$ cat config.mk
export PLATFORM = sky130hd
export DESIGN_NAME = stage4
export DESIGN_NICKNAME = d
export VERILOG_FILES = /design/src/rtl/stage4_pkg.sv /design/src/rtl/stage4_wb_register.sv /design/src/rtl/stage4.sv
export SDC_FILE = /design/constraint.sdc
export NUM_CORES = 1
export LEC_CHECK = 0
export ABC_AREA = 0
export BUFFER_PORTS_ARGS = -buffer_cell sky130_fd_sc_hd__buf_2
export CAP_MARGIN = 20
export CORE_MARGIN = 2
export CORE_UTILIZATION = 38
export DETAILED_ROUTE_END_ITERATION = 8
export PLACE_DENSITY_LB_ADDON = 0.1
export RECOVER_POWER = 25
export REMOVE_ABC_BUFFERS = 1
export SLEW_MARGIN = 10
export SYNTH_ARGS = -nofsm -noshare
export SYNTH_HDL_FRONTEND = slang
export SYNTH_HIERARCHICAL = 1
export SYNTH_SLANG_ARGS = --single-unit
$ cat constraint.sdc
create_clock -name CLK -period 0.8 [get_ports CLK]
set_input_delay 0.04 -clock CLK [delete_from_list [all_inputs] [get_ports CLK]]
set_output_delay 0.04 -clock CLK [all_outputs]
set_load 0.02 [all_outputs]
$ cat src/rtl/stage4_pkg.sv
// stage4_pkg: shared datapath width and write-back source encoding.
package stage4_pkg;
  localparam int DATA_W = 16;
  typedef enum logic {SEL_MEM = 1'b0, SEL_MDR = 1'b1} sel_e;
endpackage

$ cat src/rtl/stage4_wb_register.sv
// wb_register: enabled data register with asynchronous active-low clear.
module wb_register #(
  parameter int WIDTH = stage4_pkg::DATA_W
) (
  input  logic             clk_i,
  input  logic             rst_ni,
  input  logic             en_i,
  input  logic [WIDTH-1:0] d_i,
  output logic [WIDTH-1:0] q_o
);
  logic [WIDTH-1:0] q_q;
  always_ff @(posedge clk_i or negedge rst_ni)
    if (!rst_ni) q_q <= '0;
    else if (en_i) q_q <= d_i;
  assign q_o = q_q;
endmodule

$ cat src/rtl/stage4.sv
// stage4: write-back stage selecting mdrOut or memOut into a held register.
module stage4
  import stage4_pkg::*;
#(
  parameter int WIDTH = DATA_W
) (
  input  logic             CLK,
  input  logic             reset,
  input  logic             regop,
  input  logic             regw,
  input  logic [WIDTH-1:0] mdrOut,
  input  logic [WIDTH-1:0] memOut,
  output logic [WIDTH-1:0] reggieOut
);
  logic [WIDTH-1:0] wb_d;
  assign wb_d = (sel_e'(regop) == SEL_MDR) ? mdrOut : memOut;
  wb_register #(.WIDTH(WIDTH)) u_wb_reg (
    .clk_i (CLK),
    .rst_ni(reset),
    .en_i  (regw),
    .d_i   (wb_d),
    .q_o   (reggieOut)
  );
endmodule

==> out/summary.txt, run 1 <==
TIMING
----------------------------------------------------------------------------------------
Portion of the clock cycle consumed by the worst path in the final layout          1.075
Shortest clock period the worst path allows after layout                        859.8 ps
RSZ-0062 raised after global routing                                                 yes
Worst Setup Slack, final                                                       -59.83 ps
Setup Viol. Count Final                                                               16
Number of failing hold endpoints at the final stage                                    0
Worst rel slew slack                                                              0.7318
Maximum clock frequency                                                         1163 MHz
Final Skew                                                                          0 ps
Post-Route Setup TNS                                                           -808.9 ps
Final Slew Violations                                                                  0
Actual slew at the worst max-slew pin                                           402.2 ps

DIE
----------------------------------------------------------------------------------------
Initial cell density of the core                                                  0.4022
Core Area                                                                      2233 um^2
Die footprint                                                                  2769 um^2
Cell row count                                                                        17
Die Width                                                                       52.62 um
Die height                                                                      52.62 um
Number of ports placed on the die boundary                                            52

GRT
----------------------------------------------------------------------------------------
Initial antenna violation count                                                        0
First-pass GRT wire length                                                      2.622 mm
Overall overflow remaining after global route                                          0
Via count of the first global-routing pass                                           623
Maximum number of pins on one net before global-route repair                          17
GR Util All Layers                                                                0.1310

ROUTE
----------------------------------------------------------------------------------------
Routed length per instance                                                      12.19 um
Wire length reported by the detailed router                                     1.646 mm
Post-detailed-route via-to-cell ratio                                              4.541
Final ANT Viol Nets                                                                    0
DRC viols                                                                              0
Via count of the routed design                                                       613
Number of detailed-routing iterations run before antenna repair                        2
Iter 0 DRT Violations                                                                  1

PLACEMENT
----------------------------------------------------------------------------------------
Inst Count DP                                                                        131
Number of buffer cells added on primary ports                                         51
Weighted congestion at the end of routability-driven global placement             0.6617
Cell area after placement                                                      1206 um^2

LOGIC SYNTHESIS
----------------------------------------------------------------------------------------
Post-synthesis compound-gate area fraction                                             0
Leading cell type by number of instances after synthesis                    sky130_fd_sc_hd__mux2_4
Post-synth EDFFs                                                                       0
Top post-synthesis cells by area                                            sky130_fd_sc_hd__dfrtp_1, sky130_fd_sc_hd__mux2_4, sky130_fd_sc_hd__mux2_2
Post-Synthesis Cells                                                                  52
Synthesized-area fraction occupied by xor and xnor cells                               0
Share of the yosys chip area belonging to registers                               0.4457
Adder-Cell Fraction of Synth Area                                                      0
#FFs+latches synth                                                                    16
Combinational family with the most area after synthesis                     multiplexers
Yosys top cell by area                                                      sky130_fd_sc_hd__dfrtp_1
Primary flip-flop cell chosen by synthesis mapping                          sky130_fd_sc_hd__dfrtp_1
Async SR Flop Fraction                                                             1.000
Yosys warnings                                                                         6
Post-synthesis cell area                                                      898.4 um^2
Number of unique standard cell types used by synthesis                                 5
Mean cell area of the mapped netlist                                          17.28 um^2
Multiplexer share of the synthesized area                                         0.4847
Area fraction in and, or, nand and nor cells after synthesis                           0
Portion of synthesized cell area occupied by the leading cell type                0.4457
Synth top cells by count                                                    sky130_fd_sc_hd__mux2_4, sky130_fd_sc_hd__dfrtp_1, sky130_fd_sc_hd__mux2_2

POWER
----------------------------------------------------------------------------------------
Maximum vdd drop                                                               0.9343 mV
Total power divided by cell area                                            1619 nW/um^2
Leakage                                                                        0.6887 nW

FINISH
----------------------------------------------------------------------------------------
Post-layout instance count excluding filler cells                                    135
Fraction of layout cells with a size suffix above 1                               0.8411
Area of all placed cells without fillers                                       1339 um^2
Post-layout net count                                                                145
FF/Latch Area                                                                 400.4 um^2
Area occupied by multi-input gates                                            435.4 um^2
Area grow syn2layout                                                              49.02%
Number of inserted diodes                                                              0
Number of filler instances in the final layout                                       189
Utilization after layout                                                          0.5994
Max FFs per register                                                                  16

WORST SETUP PATH
----------------------------------------------------------------------------------------
Cell at the slowest stage of the critical path                              sky130_fd_sc_hd__dfrtp_1
CP endpoint kind                                                            primary output
Dominant delay contributor by cell family on the critical path                flip-flops
Worst setup slack for register-to-register paths                                   20 ps
Path type of the worst setup path                                                reg2out
Worst setup SP type                                                             register
Highest cell delay on the worst timing path                                       410 ps
Buffer and inverter count on the worst path                                            1
Cell breakdown of the critical path                                                buf_6
Worst endpoint data arrival time                                                  820 ps
Required time at the worst-slack endpoint                                         760 ps
Biggest fanout along the worst timing path                                             2

CLOCK NETWORK
----------------------------------------------------------------------------------------
CTS Buffer Depth                                                                       2
Register clock-pin slew on the reported worst setup and hold paths                 90 ps
Postcts setup bufs                                                                     0
Latest clock arrival within the worst-skew pair                                   270 ps
Clock sink total                                                                      16
H-tree level count                                                                     1
Cell chosen for the clock root                                              sky130_fd_sc_hd__clkbuf_4
TritonCTS clock tree                                                               built
CTS buffer count                                                                       3

HOLD PATH
----------------------------------------------------------------------------------------
Min-Delay Path Class                                                              in2reg

RUN STATUS
----------------------------------------------------------------------------------------
Status                                                                      finished, violations left
Failing checks                                                              negative setup slack

JOB
----------------------------------------------------------------------------------------
MaxCap Viol Count                                                                      0

cells by family after synthesis:
logic type / count (synthesis)
DFF: 16
muxes: 32
buffers and inverters: 4
metal layers:
metal	share of wire	global-route usage	wire, um	vias to the layer above
li1	-	-	-	298
met1	0.41	0.1502	672	292
met2	0.54	0.2354	887	23
met3	0.053	0.02571	87	0
met4	0	0.05128	0	0
met5	0	0	0	-
what timing repair did:
action | CTS | global route
endpoints found under the hold margin | 16 | 0
pin swaps | 0 | 0
hold buffers | 1 | 0
gates resized for setup | 32 | 0
endpoints found under the setup margin | 16 | 16
layout by cell type (no fill, tap or decap), drive strengths merged:
master	count
buf	54
clkbuf	4
dfrtp	16
mux2	32
dlygate4sd3	1
worst paths after layout:
| path | start | endpoint | depth (start not counted) |
|---|---|---|---|
| max in group asynchronous | reset | u_wb_reg/q_o[14] | 2 |
| setup reg to reg | u_wb_reg/q_o[13] | u_wb_reg/q_o[13] | 1 |
| hold reg to reg | u_wb_reg/q_o[15] | u_wb_reg/q_o[15] | 1 |
| setup / recovery | u_wb_reg/q_o[2] | reggieOut[2] | 1 |
| hold / removal | memOut[9] | u_wb_reg/q_o[9] | 3 |
| min in group asynchronous | reset | u_wb_reg/q_o[8] | 2 |
where the power goes:
group          switching (mW)  total [mW]  internal [mW]
combinational           0.286       0.775          0.490
clock                   0.233       0.408          0.174
sequential             0.0743       0.985          0.910
total                   0.593        2.17           1.57
per-stage QoR:
step           power (mW)  setup WS [ps]  hold slack [ps]
2_1_floorplan       1.335         -34.72           -255.6
3_3_place_gp        1.631         -216.5           -19.94
3_5_place_dp        1.639         -235.4           -19.89
4_1_cts             2.221         -80.46            95.08
5_1_grt             2.285         -93.38            103.1
6_report            2.168         -59.83            113.8
layout make-up:
class | instances | share of cell area
tap | 28 | 0.02617
timing repair buffer | 56 | 0.3327
multi-input combinational | 32 | 0.3252
clock buffer | 3 | 0.01682
sequential | 16 | 0.2991
No activity file was read; power rests on OpenSTA's default activity.
==> inputs of run 2 (changes only) <==
--- a/config.mk
+++ b/config.mk
@@ -9,7 +9,7 @@
 export BUFFER_PORTS_ARGS = -buffer_cell sky130_fd_sc_hd__buf_2
 export CAP_MARGIN = 20
 export CORE_MARGIN = 2
-export CORE_UTILIZATION = 38
+export CORE_UTILIZATION = 46
 export DETAILED_ROUTE_END_ITERATION = 8
 export PLACE_DENSITY_LB_ADDON = 0.1
 export RECOVER_POWER = 25
==> constraint.sdc (replaced) <==
create_clock -name CLK -period 1 [get_ports CLK]
set_input_delay 0.05 -clock CLK [delete_from_list [all_inputs] [get_ports CLK]]
set_output_delay 0.05 -clock CLK [all_outputs]
set_load 0.02 [all_outputs]
==> run 2 against run 1 <==
Compared with the run above:
- the run now ends clean
- global-route usage grew 3.7 points
- sequential cell count did not move
- routed wire length grew 3.8%
- total power fell by 21%
- worst setup slack improved by 160 ps
- non-clock buffer count decreased by 1
- cell count fell by 2.2%
- sequential share of layout area up 2.7 points
- critical endpoint is now reggieOut[5]
- critical path type unchanged
- final area is 8.2% lower
==> out/summary.txt, run 2 (synthesis gave the netlist of run 1 again) <==
RUN STATUS
----------------------------------------------------------------------------------------
Status                                                                      finished clean

ROUTE
----------------------------------------------------------------------------------------
Number of detailed-routing iterations run before antenna repair                        3   +1
Routed length per instance                                                      12.94 um   +6.1%
Iter 0 DRT Violations                                                                  4   +3
Wire length reported by the detailed router                                     1.708 mm   +3.8%
Post-detailed-route via-to-cell ratio                                              4.788   +5.4%
DRC viols                                                                              0   unchanged
Final ANT Viol Nets                                                                    0   unchanged
Via count of the routed design                                                       632   +3.1%

DIE
----------------------------------------------------------------------------------------
Die Width                                                                       48.19 um   -8.4%
Cell row count                                                                        15   -2
Die height                                                                      48.19 um   -8.4%
Number of ports placed on the die boundary                                            52   unchanged
Die footprint                                                                  2322 um^2   -16%
Initial cell density of the core                                                  0.5039   +0.1016
Core Area                                                                      1783 um^2   -20%

FINISH
----------------------------------------------------------------------------------------
Fraction of layout cells with a size suffix above 1                               0.8411   unchanged
Most frequent cells in the layout                                           sky130_fd_sc_hd__buf_2, sky130_fd_sc_hd__mux2_4, sky130_fd_sc_hd__dfrtp_1
Post-layout net count                                                                144   -0.69%
Utilization after layout                                                          0.6891   +0.08968
Number of inserted diodes                                                              0   unchanged
Max FFs per register                                                                  16   unchanged
Most common cell after layout, fill and taps aside                          sky130_fd_sc_hd__buf_2
Area grow syn2layout                                                              36.77%
Number of filler instances in the final layout                                       143   -24%

HOLD PATH
----------------------------------------------------------------------------------------
Min-Delay Path Class                                                              in2reg
Hold path cells                                                                        3   unchanged
Hold EP                                                                     u_wb_reg/q_o[9]
Start point of the worst hold path                                             mdrOut[9]

CLOCK NETWORK
----------------------------------------------------------------------------------------
CTS buffer count                                                                       3   unchanged
CTS Buffer Depth                                                                       2   unchanged
H-tree level count                                                                     1   unchanged
Postcts setup bufs                                                                     0   unchanged
TritonCTS clock tree                                                               built
Latest clock arrival within the worst-skew pair                                   280 ps   about the same
Cell chosen for the clock root                                              sky130_fd_sc_hd__clkbuf_4
Clock sink total                                                                      16   unchanged
Register clock-pin slew on the reported worst setup and hold paths                 90 ps   about the same
Post-cts sizing count                                                                  0   -100%
Post-CTS Hold Buffers                                                                  1   unchanged

GRT
----------------------------------------------------------------------------------------
Via count of the first global-routing pass                                           636   +2.1%
Maximum number of pins on one net before global-route repair                          17   unchanged
First-pass GRT wire length                                                      2.622 mm   unchanged
Initial antenna violation count                                                        0   unchanged
GR Util All Layers                                                                0.1676   +0.03658
Overall overflow remaining after global route                                          0   unchanged

WORST SETUP PATH
----------------------------------------------------------------------------------------
Path type of the worst setup path                                                reg2out
Worst setup slack for register-to-register paths                                  230 ps   +210 ps
Dominant delay contributor by cell family on the critical path                flip-flops
Buffer and inverter count on the worst path                                            1   unchanged
Highest cell delay on the worst timing path                                       400 ps   about the same
Cell at the slowest stage of the critical path                              sky130_fd_sc_hd__dfrtp_1
CP endpoint kind                                                            primary output
Reg2reg path depth                                                                     1   unchanged
Critical R2R Launch                                                         u_wb_reg/q_o[5]
Worst reg2reg path endpoint                                                 u_wb_reg/q_o[5]
Cell breakdown of the critical path                                                buf_2
Required time at the worst-slack endpoint                                         950 ps   +190 ps
Biggest fanout along the worst timing path                                             2   unchanged
Worst endpoint data arrival time                                                  850 ps   +30 ps
Worst setup SP type                                                             register

PLACEMENT
----------------------------------------------------------------------------------------
Weighted congestion at the end of routability-driven global placement             0.7695   +16%
Number of buffer cells added on primary ports                                         51   unchanged
Placed wire-length estimate                                                     1.341 mm

TIMING
----------------------------------------------------------------------------------------
Worst rel slew slack                                                              0.7425   +0.01065
Maximum clock frequency                                                         1116 MHz
Final Skew                                                                          0 ps   unchanged
Actual slew at the worst max-slew pin                                           386.3 ps   -15.98 ps
Final Slew Violations                                                                  0   unchanged
Setup Viol. Count Final                                                                0   -16
RSZ-0062 raised after global routing                                                  no
Portion of the clock cycle consumed by the worst path in the final layout         0.8957
Number of failing hold endpoints at the final stage                                    0   unchanged
Shortest clock period the worst path allows after layout                        895.7 ps

POWER
----------------------------------------------------------------------------------------
Total power divided by cell area                                            1393 nW/um^2   -14%
Combinational fraction of design power                                             0.304   -0.054
Maximum vdd drop                                                               0.9851 mV   +5.4%
Net switching component of the power                                            473.1 uW   -20%
Reg power frac                                                                     0.448   -0.006
Clock power frac                                                                   0.247   +0.059
Switching share of power                                                          0.2764   +0.002663
Pwr Total                                                                       1.712 mW   -21%
Leakage                                                                        0.6531 nW   -5.2%
Pint                                                                            1.239 mW   -21%

JOB
----------------------------------------------------------------------------------------
MaxCap Viol Count                                                                      0   unchanged

[run 2: per-stage QoR]
step	setup TNS (ps)	worst slack, ps	hold slack, ps	instances	cell area, um^2
6_report	0	104.3	114.3	132	1229
5_1_grt	0	62.45	102.3	132	1229
4_1_cts	0	92.08	106.1	132	1229
3_5_place_dp	-303.8	-38.41	-25.37	127	1182
3_3_place_gp	-123.3	-19.69	-24.64	127	1182
2_1_floorplan	0	165.3	-245.6	48	835.8
[run 2: metal layers]
metal	share of wire	vias up	global-route usage
li1	-	300	-
met1	0.37	306	0.1759
met2	0.56	24	0.3105
met3	0.053	2	0.04444
met4	0.012	0	0.07027
met5	0	-	0
[run 2: power groups by stage]
| stage | combinational (mW) | sequential, mW | clock [mW] |
|---|---|---|---|
| after detailed placement | 0.522 | 0.781 | 0 |
| after global routing | 0.559 | 0.778 | 0.479 |
| after global placement | 0.516 | 0.780 | 0 |
| after CTS | 0.527 | 0.769 | 0.444 |
| after floorplan | 0.185 | 0.883 | 0 |
| final | 0.521 | 0.767 | 0.424 |
[run 2: worst max-delay path by stage]
stage,start,end,slack [ps],cells after the start
global placement,regop,u_wb_reg/q_o[2],-20,4
detailed placement,regop,u_wb_reg/q_o[1],-40,4
CTS,u_wb_reg/q_o[5],reggieOut[5],90,1
finish,u_wb_reg/q_o[5],reggieOut[5],100,1
floorplan,u_wb_reg/q_o[10],u_wb_reg/q_o[10],170,1
global route,u_wb_reg/q_o[5],reggieOut[5],60,1
[run 2: cell type report]
type | instances | area (um^2) | share of cell area
Sequential cell | 16 | 400.4 | 0.3259
Clock buffer | 4 | 36.28 | 0.02953
Multi-Input combinational cell | 32 | 435.4 | 0.3544
Tap cell | 25 | 31.28 | 0.02546
Timing Repair Buffer | 55 | 325.3 | 0.2648
